File: config.mk
export PLATFORM = sky130hd
export DESIGN_NAME = seq_mult_nxn
export DESIGN_NICKNAME = d
export VERILOG_FILES = /design/src/rtl/seq_mult_pkg.sv /design/src/rtl/mult_digit.sv /design/src/rtl/seq_mult_nxn.sv
export SDC_FILE = /design/constraint.sdc
export NUM_CORES = 1
export LEC_CHECK = 0
export ABC_CLOCK_PERIOD_IN_PS = 5160
export CAP_MARGIN = 20
export CORE_ASPECT_RATIO = 1.25
export CORE_MARGIN = 3
export CORE_UTILIZATION = 50
export CTS_CLUSTER_DIAMETER = 200
export DETAILED_ROUTE_END_ITERATION = 6
export PLACE_DENSITY_LB_ADDON = 0.08
export RECOVER_POWER = 50
export SKIP_CTS_REPAIR_TIMING = 1
export SLEW_MARGIN = 20
export SYNTH_ARGS = -nofsm -noshare
export SYNTH_HDL_FRONTEND = slang
export SYNTH_SLANG_ARGS = --single-unit
export TNS_END_PERCENT = 100
File: constraint.sdc
create_clock -name clk -period 5.16 [get_ports clk]
set_input_delay 1.548 -clock clk [delete_from_list [all_inputs] [get_ports clk]]
set_output_delay 1.548 -clock clk [all_outputs]
set_load 0.01 [all_outputs]
File: src/rtl/seq_mult_pkg.sv
// seq_mult_pkg: state encoding and sizing helpers shared by the sequential multiplier
package seq_mult_pkg;
  localparam int STATE_W = 3;
  typedef enum logic [STATE_W-1:0] {
    S_IDLE = 3'd0,
    S_CALC = 3'd1,
    S_DONE = 3'd2,
    S_ERR  = 3'd3,
    S_NEG  = 3'd4
  } state_t;
  function automatic int cnt_width(input int n);
    return (n < 2) ? 1 : $clog2(n);
  endfunction
endpackage

File: src/rtl/mult_digit.sv
// mult_digit: combinational unsigned DIGIT x DIGIT multiplier
module mult_digit #(
  parameter int DIGIT = 4
) (
  input  logic [DIGIT-1:0]   x,
  input  logic [DIGIT-1:0]   y,
  output logic [2*DIGIT-1:0] p
);
  assign p = {{DIGIT{1'b0}}, x} * {{DIGIT{1'b0}}, y};
endmodule

File: src/rtl/seq_mult_nxn.sv
// seq_mult_nxn: digit-serial WIDTHxWIDTH multiplier, one DIGITxDIGIT partial product per clock.
// Define SEQ_MULT_SIGNED_MODE_EN to add the signed_mode input and the NEG (result negate) state.
module seq_mult_nxn
  import seq_mult_pkg::*;
#(
  parameter int WIDTH = 8,
  parameter int DIGIT = 4
) (
  input  logic               clk,
  input  logic               reset_a,
  input  logic               start,
`ifdef SEQ_MULT_SIGNED_MODE_EN
  input  logic               signed_mode,
`endif
  input  logic [WIDTH-1:0]   dataa,
  input  logic [WIDTH-1:0]   datab,
  output logic [2*WIDTH-1:0] product_out,
  output logic               done_flag,
  output logic               busy,
  output logic               err_flag,
  output logic [STATE_W-1:0] state_out
);
  localparam int D  = WIDTH / DIGIT;
  localparam int NPP = D * D;
  localparam int KW = cnt_width(NPP);
  localparam int PW = 2 * WIDTH;
  localparam logic [KW-1:0] K_LAST = KW'(NPP - 1);
  if (WIDTH % DIGIT != 0) begin : g_bad_width
    $error("seq_mult_nxn: WIDTH must be a multiple of DIGIT");
  end
  state_t state_q, state_d;
  logic [WIDTH-1:0] a_q, a_d, b_q, b_d, a_in, b_in;
  logic [PW-1:0] acc_q, acc_d, pp_sh;
  logic [KW-1:0] k_q, k_d;
  logic neg_q, neg_d, neg_in;
  logic done_q, busy_q, err_q;
  logic [DIGIT-1:0] da, db;
  logic [2*DIGIT-1:0] pp;
  // step k walks a-digits fastest: i = k mod D, j = k div D
  assign da = a_q[(32'(k_q) % D) * DIGIT +: DIGIT];
  assign db = b_q[(32'(k_q) / D) * DIGIT +: DIGIT];
  assign pp_sh = PW'(pp) << ((32'(k_q) % D + 32'(k_q) / D) * DIGIT);
  mult_digit #(.DIGIT(DIGIT)) u_mul (.x(da), .y(db), .p(pp));
`ifdef SEQ_MULT_SIGNED_MODE_EN
  // magnitudes are multiplied unsigned; -2^(WIDTH-1) still fits as a WIDTH-bit magnitude
  assign a_in   = (signed_mode && dataa[WIDTH-1]) ? -dataa : dataa;
  assign b_in   = (signed_mode && datab[WIDTH-1]) ? -datab : datab;
  assign neg_in = signed_mode & (dataa[WIDTH-1] ^ datab[WIDTH-1]);
`else
  assign a_in   = dataa;
  assign b_in   = datab;
  assign neg_in = 1'b0;
`endif
  always_comb begin
    state_d = state_q;
    a_d     = a_q;
    b_d     = b_q;
    acc_d   = acc_q;
    k_d     = k_q;
    neg_d   = neg_q;
    case (state_q)
      S_IDLE, S_DONE: if (start) begin
        a_d     = a_in;
        b_d     = b_in;
        neg_d   = neg_in;
        acc_d   = '0;
        k_d     = '0;
        state_d = S_CALC;
      end
      S_CALC: if (start) begin
        acc_d   = '0;
        state_d = S_ERR;
      end else begin
        acc_d = acc_q + pp_sh;
        k_d   = k_q + KW'(1);
        if (k_q == K_LAST) state_d = neg_q ? S_NEG : S_DONE;
      end
      S_NEG: if (start) begin
        acc_d   = '0;
        state_d = S_ERR;
      end else begin
        acc_d   = -acc_q;
        state_d = S_DONE;
      end
      S_ERR:   state_d = start ? S_ERR : S_IDLE;
      default: state_d = S_IDLE;
    endcase
  end
  always_ff @(posedge clk or posedge reset_a) begin
    if (reset_a) begin
      state_q <= S_IDLE;
      a_q     <= '0;
      b_q     <= '0;
      acc_q   <= '0;
      k_q     <= '0;
      neg_q   <= 1'b0;
      done_q  <= 1'b0;
      busy_q  <= 1'b0;
      err_q   <= 1'b0;
    end else begin
      state_q <= state_d;
      a_q     <= a_d;
      b_q     <= b_d;
      acc_q   <= acc_d;
      k_q     <= k_d;
      neg_q   <= neg_d;
      done_q  <= state_d == S_DONE;
      busy_q  <= state_d == S_CALC || state_d == S_NEG;
      err_q   <= state_d == S_ERR;
    end
  end
  assign product_out = acc_q;
  assign done_flag   = done_q;
  assign busy        = busy_q;
  assign err_flag    = err_q;
  assign state_out   = state_q;
endmodule

=== Word level (Yosys, flattened, before mapping) ===
Cells that the tools add are included.

* Register bits: 40
* Bits of input ports: 19
* Output and inout bits: 22
* Logic and storage cells: 48

* Add/subtract/negate cells: 4
* Multipliers: 1
* Eq/ne operators: 11
* Shift-type cells: 3
* Mux-type cells: 13
* Reduce and logical (&&, ||, !) cells: 8

{| class="wikitable"
|+ Operator list
! kind !! count
|-
| 2-to-1 mux 16 bit || 3
|-
| one-hot mux 16 bit (3 select lines) || 1
|-
| adder 16 bit || 1
|-
| negator 16 bit || 1
|-
| variable part select 8 x 4 -> 4 bit || 2
|-
| left shift 8 x 4 -> 16 bit || 1
|-
| == test 3 x 2 -> 1 bit (second input constant) || 4
|-
| one-hot mux 3 bit (4 select lines) || 1
|-
| 2-to-1 mux 3 bit || 3
|-
| multiplier 4 x 4 -> 8 bit || 1
|-
| == test 3 x 1 -> 1 bit (second input constant) || 2
|-
| == test 3 bit (second input constant) || 2
|-
| 2-to-1 mux 2 bit || 3
|-
| != test 2 bit (second input constant) || 2
|-
| one-hot mux 2 bit (2 select lines) || 1
|-
| AND reduction 2 bit || 2
|-
| zero test 3 bit || 1
|-
| AND reduction 3 bit || 1
|-
| nonzero test 3 bit || 1
|-
| adder 1 x 1 -> 2 bit || 1
|-
| adder 2 x 1 -> 2 bit (second input constant) || 1
|-
| == test 2 bit (second input constant) || 1
|-
| nonzero test 2 bit || 1
|-
| OR reduction 2 bit || 1
|-
| other kinds (2) || 2
|}

=== Longest topological paths before layout ===
* Depth after elaboration: 6
* Mapped depth: 21
* Gate-level depth less buffers: 20

=== Cells and area by module ===
Synthesis repeated with hierarchy kept, for this count alone.

* Cells, all modules: 350
* Area total of the unflattened synthesis: 3269.4 um^2

{| class="wikitable"
|+ By module, submodules not included
! module !! instances !! cells an instance !! area each (um^2)
|-
| seq_mult_nxn || 1 || 299 || 2821.5
|-
| mult_digit || 1 || 51 || 447.9
|}

=== Worst setup path before layout ===
Ideal clock, no wire load.

* Kind: register -> register
* Start: register k_q[0]
* End: register acc_q[15], in the netlist product_out[15]
* Data arrival time: 4.852 ns
* Data required time: 5.019 ns
* Path slack: 0.168 ns
* Stages on the path, launching flop included: 22
* Cell sequence: dfrtp_1 > clkbuf_1 > mux2i_1 > or2_2 > fa_1 > inv_1 > fa_1 > fa_1 > a21o_1 > a21oi_1 > xor2_1 > nor2_1 > a21oi_1 > nor2_1 > ha_1 > nor2_1 > a2111oi_0 > nand2_1 > a21oi_1 > xnor2_1 > xnor2_1 > o221ai_1

* Cells in the longest elaborated chain, start to end: 6
* Elaborated cells on any way between the ends: 7
* Those cells by class: add/sub: 2; mul: 1; shift: 2; mux: 2

{| class="wikitable"
|+ RTL lines
! item !! line !! source
|-
| from (decl) || seq_mult_nxn.sv:34 || <nowiki>logic [KW-1:0] k_q, k_d;</nowiki>
|-
| from (signal assigned) || seq_mult_nxn.sv:105 || <nowiki>k_q <= k_d;</nowiki>
|-
| variable part select 8 x 4 -> 4 bit || seq_mult_nxn.sv:40 || <nowiki>assign da = a_q[(32'(k_q) % D) * DIGIT +: DIGIT];</nowiki>
|-
| multiplier 4 x 4 -> 8 bit || mult_digit.sv:9 || <nowiki>assign p = {{DIGIT{1'b0}}, x} * {{DIGIT{1'b0}}, y};</nowiki>
|-
| left shift 8 x 4 -> 16 bit (*) || seq_mult_nxn.sv:42 || <nowiki>assign pp_sh = PW'(pp) << ((32'(k_q) % D + 32'(k_q) / D) * DIGIT);</nowiki>
|-
| adder 16 bit (*) || seq_mult_nxn.sv:74 || <nowiki>acc_d = acc_q + pp_sh;</nowiki>
|-
| 2-to-1 mux 16 bit (*) || seq_mult_nxn.sv:70 || <nowiki>S_CALC: if (start) begin</nowiki>
|-
| one-hot mux 16 bit (3 select lines) (*) || seq_mult_nxn.sv:61 || <nowiki>case (state_q)</nowiki>
|-
| to (signal assigned) || seq_mult_nxn.sv:94 || <nowiki>acc_q <= '0;</nowiki>
|-
| to (signal assigned) || seq_mult_nxn.sv:104 || <nowiki>acc_q <= acc_d;</nowiki>
|-
| to (decl) || seq_mult_nxn.sv:33 || <nowiki>logic [PW-1:0] acc_q, acc_d, pp_sh;</nowiki>
|}

Mark *: on every way between the ends. The rest lies on a longest branch, timed or not.
A chain may end at the register's enable or synchronous reset.

=== Worst setup path in the final report ===
* Start: register k_q[0]
* End: register acc_q[14], in the netlist product_out[14]

Same word-level chain as after synthesis.

==> impl_results.md <==
- Status: complete, but fails checks
- Failing checks: max-capacitance violations, max-slew violations
- Synth warn: 0
- Worst setup path class: reg2reg
- Final net count: 462
- Slew Limit Fails: 41
- CTS Root Cell: clkbuf_8
- Num rows: 32
- Max Cap Violations: 1
- Clk slew on worst S/H paths: 0.09 ns
- Total grt overflow: 0
- Post-Syn Area: approximately 0.0032 mm^2
- WL/cell: ~15 um
- RSZ-0062 raised after global routing: no
- Fillers: between 500 and 600
- Metal3 WL: roughly 260 um
- Die Width: 77.6 um
- Layout cell share with drive strength beyond 1: 0.144
- Hold WC Path Type: reg2reg
- Global-route wire length before repair: 12600 um
- H-Tree Depth: 2
- CTS tree: done
- Final hold violations: 0
- Worst Path Required: 5.32 ns
- Sequential share of the synthesized area: 0.312
- Max layer used: met4
- DR pass1 iterations: 4
- Setup crit end kind: register
- Cts bufs inserted: 5
- Final setup violation count: 0
- Placed insts: approximately 490
- Iter 0 DRT Violations: 182
- Top FF cell, synth: dfrtp_1
- M1 WL: about 3100 um
- Netlist cell types: between 40 and 50
- Gr usage total: 0.210
- Core ar.: 0.00621 mm^2
- Routed length on met2: 3970 um
- Vias: ~2800
- Most frequent cells in the layout: 39 x dfrtp_1, 35 x clkdlybuf4s50_1, 34 x o21ai_0
- Die H: 95.5 um
- Setup WS pre-CTS: 0.0380 ns
- Synth async-reset ratio: 1.00
- Vias in the first global route: around 2800
- Post-Syn Nets: 419
- Final Cycle Share: 0.951
- DP HPWL: 5790 um
- Final min period: 4.91 ns
- Die ar.: roughly 0.0074 mm^2
- Worst setup SP type: register
- Non-filler cells in the finished layout: 495
- Mean Syn Cell Area: approximately 8.8 um^2
- Clock Skew: 0.0107 ns
- DR DRC count: 0
- Diodes inserted: 0
- Antenna Nets Post-Route: 0
- Slew margin rel.: -0.444
- Synthesized flop and latch total: 40
- Area grow syn2layout: 21.8%
- Initial antenna violation count: 0
- WL final: 7510 um
- Largest net degree at the start of global routing: just over 40
- Initial core utilization: 0.517
- EDFF count, synth: 0
- Clk_lat worst skew: 0.30 ns
- Fin util: 0.629
- CP Max Fanout: 5
- Port buffer count: 40
- Total clock sinks: 40
- Ports: 41
- Final GP Congestion: 0.834
- Final setup TNS: 0 ns
- Max clock buf depth: 2
- Syn Inst Count: 366
- Drt via density: 5.66
- Most common cell after layout, fill and taps aside: dfrtp_1
- Worst-margin pin slew: 2.17 ns
- Fmax: a little over 0.2 GHz
- Setup ws final: 0.251 ns
- WP data arrival: 5.07 ns
==> metrics by stage <==
step           hold WS [ns]  area, um^2
2_1_floorplan         0.480        3210
4_1_cts               0.516        3840
3_5_place_dp          0.496        3730
3_3_place_gp          0.492        3730
6_report              0.514        3900
5_1_grt               0.529        3900
==> metal layers <==
layer  vias up  global-route usage
li1       1400                   -
met1      1328               0.244
met2        58               0.389
met3        15              0.0265
met4         0              0.0831
met5         -                   0
==> cell usage after synthesis, types with 2 or more instances <==
library cell	instances	area [um^2]
a21oi_1	26	130
o21a_1	2	15.0
and2_1	3	18.8
mux2_2	16	180
o21ai_0	35	175
ha_1	29	363
nor3_1	14	70.1
nand2_1	24	90.1
mux2i_1	8	80.1
nor2b_1	3	18.8
nand2b_1	3	18.8
or2_2	8	50.1
a21o_1	9	67.6
o31ai_1	5	37.5
nor4_1	3	18.8
or4_4	2	22.5
and3_1	2	12.5
o221ai_1	6	52.6
o21bai_1	3	22.5
a211oi_1	5	37.5
nor2_1	30	113
fa_1	5	100
nand3_1	6	30.0
inv_1	22	82.6
dfrtp_1	40	1000
xnor2_1	12	105
a22oi_1	3	22.5
nand4_1	2	12.5
o22ai_1	4	25.0
xor2_1	6	52.6
nor3b_1	2	15.0
clkbuf_1	13	48.8
==> area by class of cell <==
class,count,area (um^2),share of cell area
Sequential cell,40,1000,0.257
Clock buffer,5,68.8,0.0176
Tap cell,85,106,0.0272
Clock inverter,3,42.5,0.0109
Multi-Input combinational cell,290,2130,0.546
Inverter,22,82.6,0.0212
Timing Repair Buffer,50,472,0.121
==> registers in the layout, indices dropped and copies added (netlist names) <==
name and flops:
product_out 16, a_q 8, k_q 2, b_q 8
err_flag 1, busy 1, state_out 3, done_flag 1
==> worst max-delay path: stages, from the launching register on <==
cell       delay, ns
dfrtp_2         0.45
mux2i_1         0.18
or2_2           0.31
fa_1            0.54
inv_1           0.05
fa_1            0.50
ha_1            0.33
a21oi_2         0.15
o2111ai_1       0.15
xnor2_1         0.16
o21ai_0         0.22
and2_1          0.18
ha_2            0.31
a21o_1          0.18
a21o_1          0.18
a21oi_1         0.16
o31ai_2         0.12
a311oi_2        0.32
xor2_1          0.19
o21ai_1         0.08
==> logic make-up (layout without fill, tap and decap cells) <==
family / after synthesis / after routing / synth area share
compound gates: 106 / 106 / 0.203
xor+xnor: 18 / 18 / 0.0492
fa+ha+maj: 34 / 34 / 0.144
buf+inv: 36 / 80 / 0.0425
flops: 40 / 40 / 0.312
mux: 24 / 24 / 0.0812
other cells: 1 / 1 / 0.00117
simple gates: 107 / 107 / 0.166
==> final timing paths <==
kind                         start               to  slack (ns)  depth (start not counted)
max                         k_q[0]  product_out[14]        0.25                         19
min                         b_q[1]           b_q[1]        0.51                          1
max reg2reg                 k_q[0]  product_out[14]        0.25                         19
min reg2reg                 b_q[1]           b_q[1]        0.51                          1
max in group asynchronous  reset_a           k_q[0]        1.29                          3
min in group asynchronous  reset_a   product_out[0]        2.49                          3
Power is not shown: default switching activity piles up to over one toggle a cycle in this logic, so the estimate is an artifact.
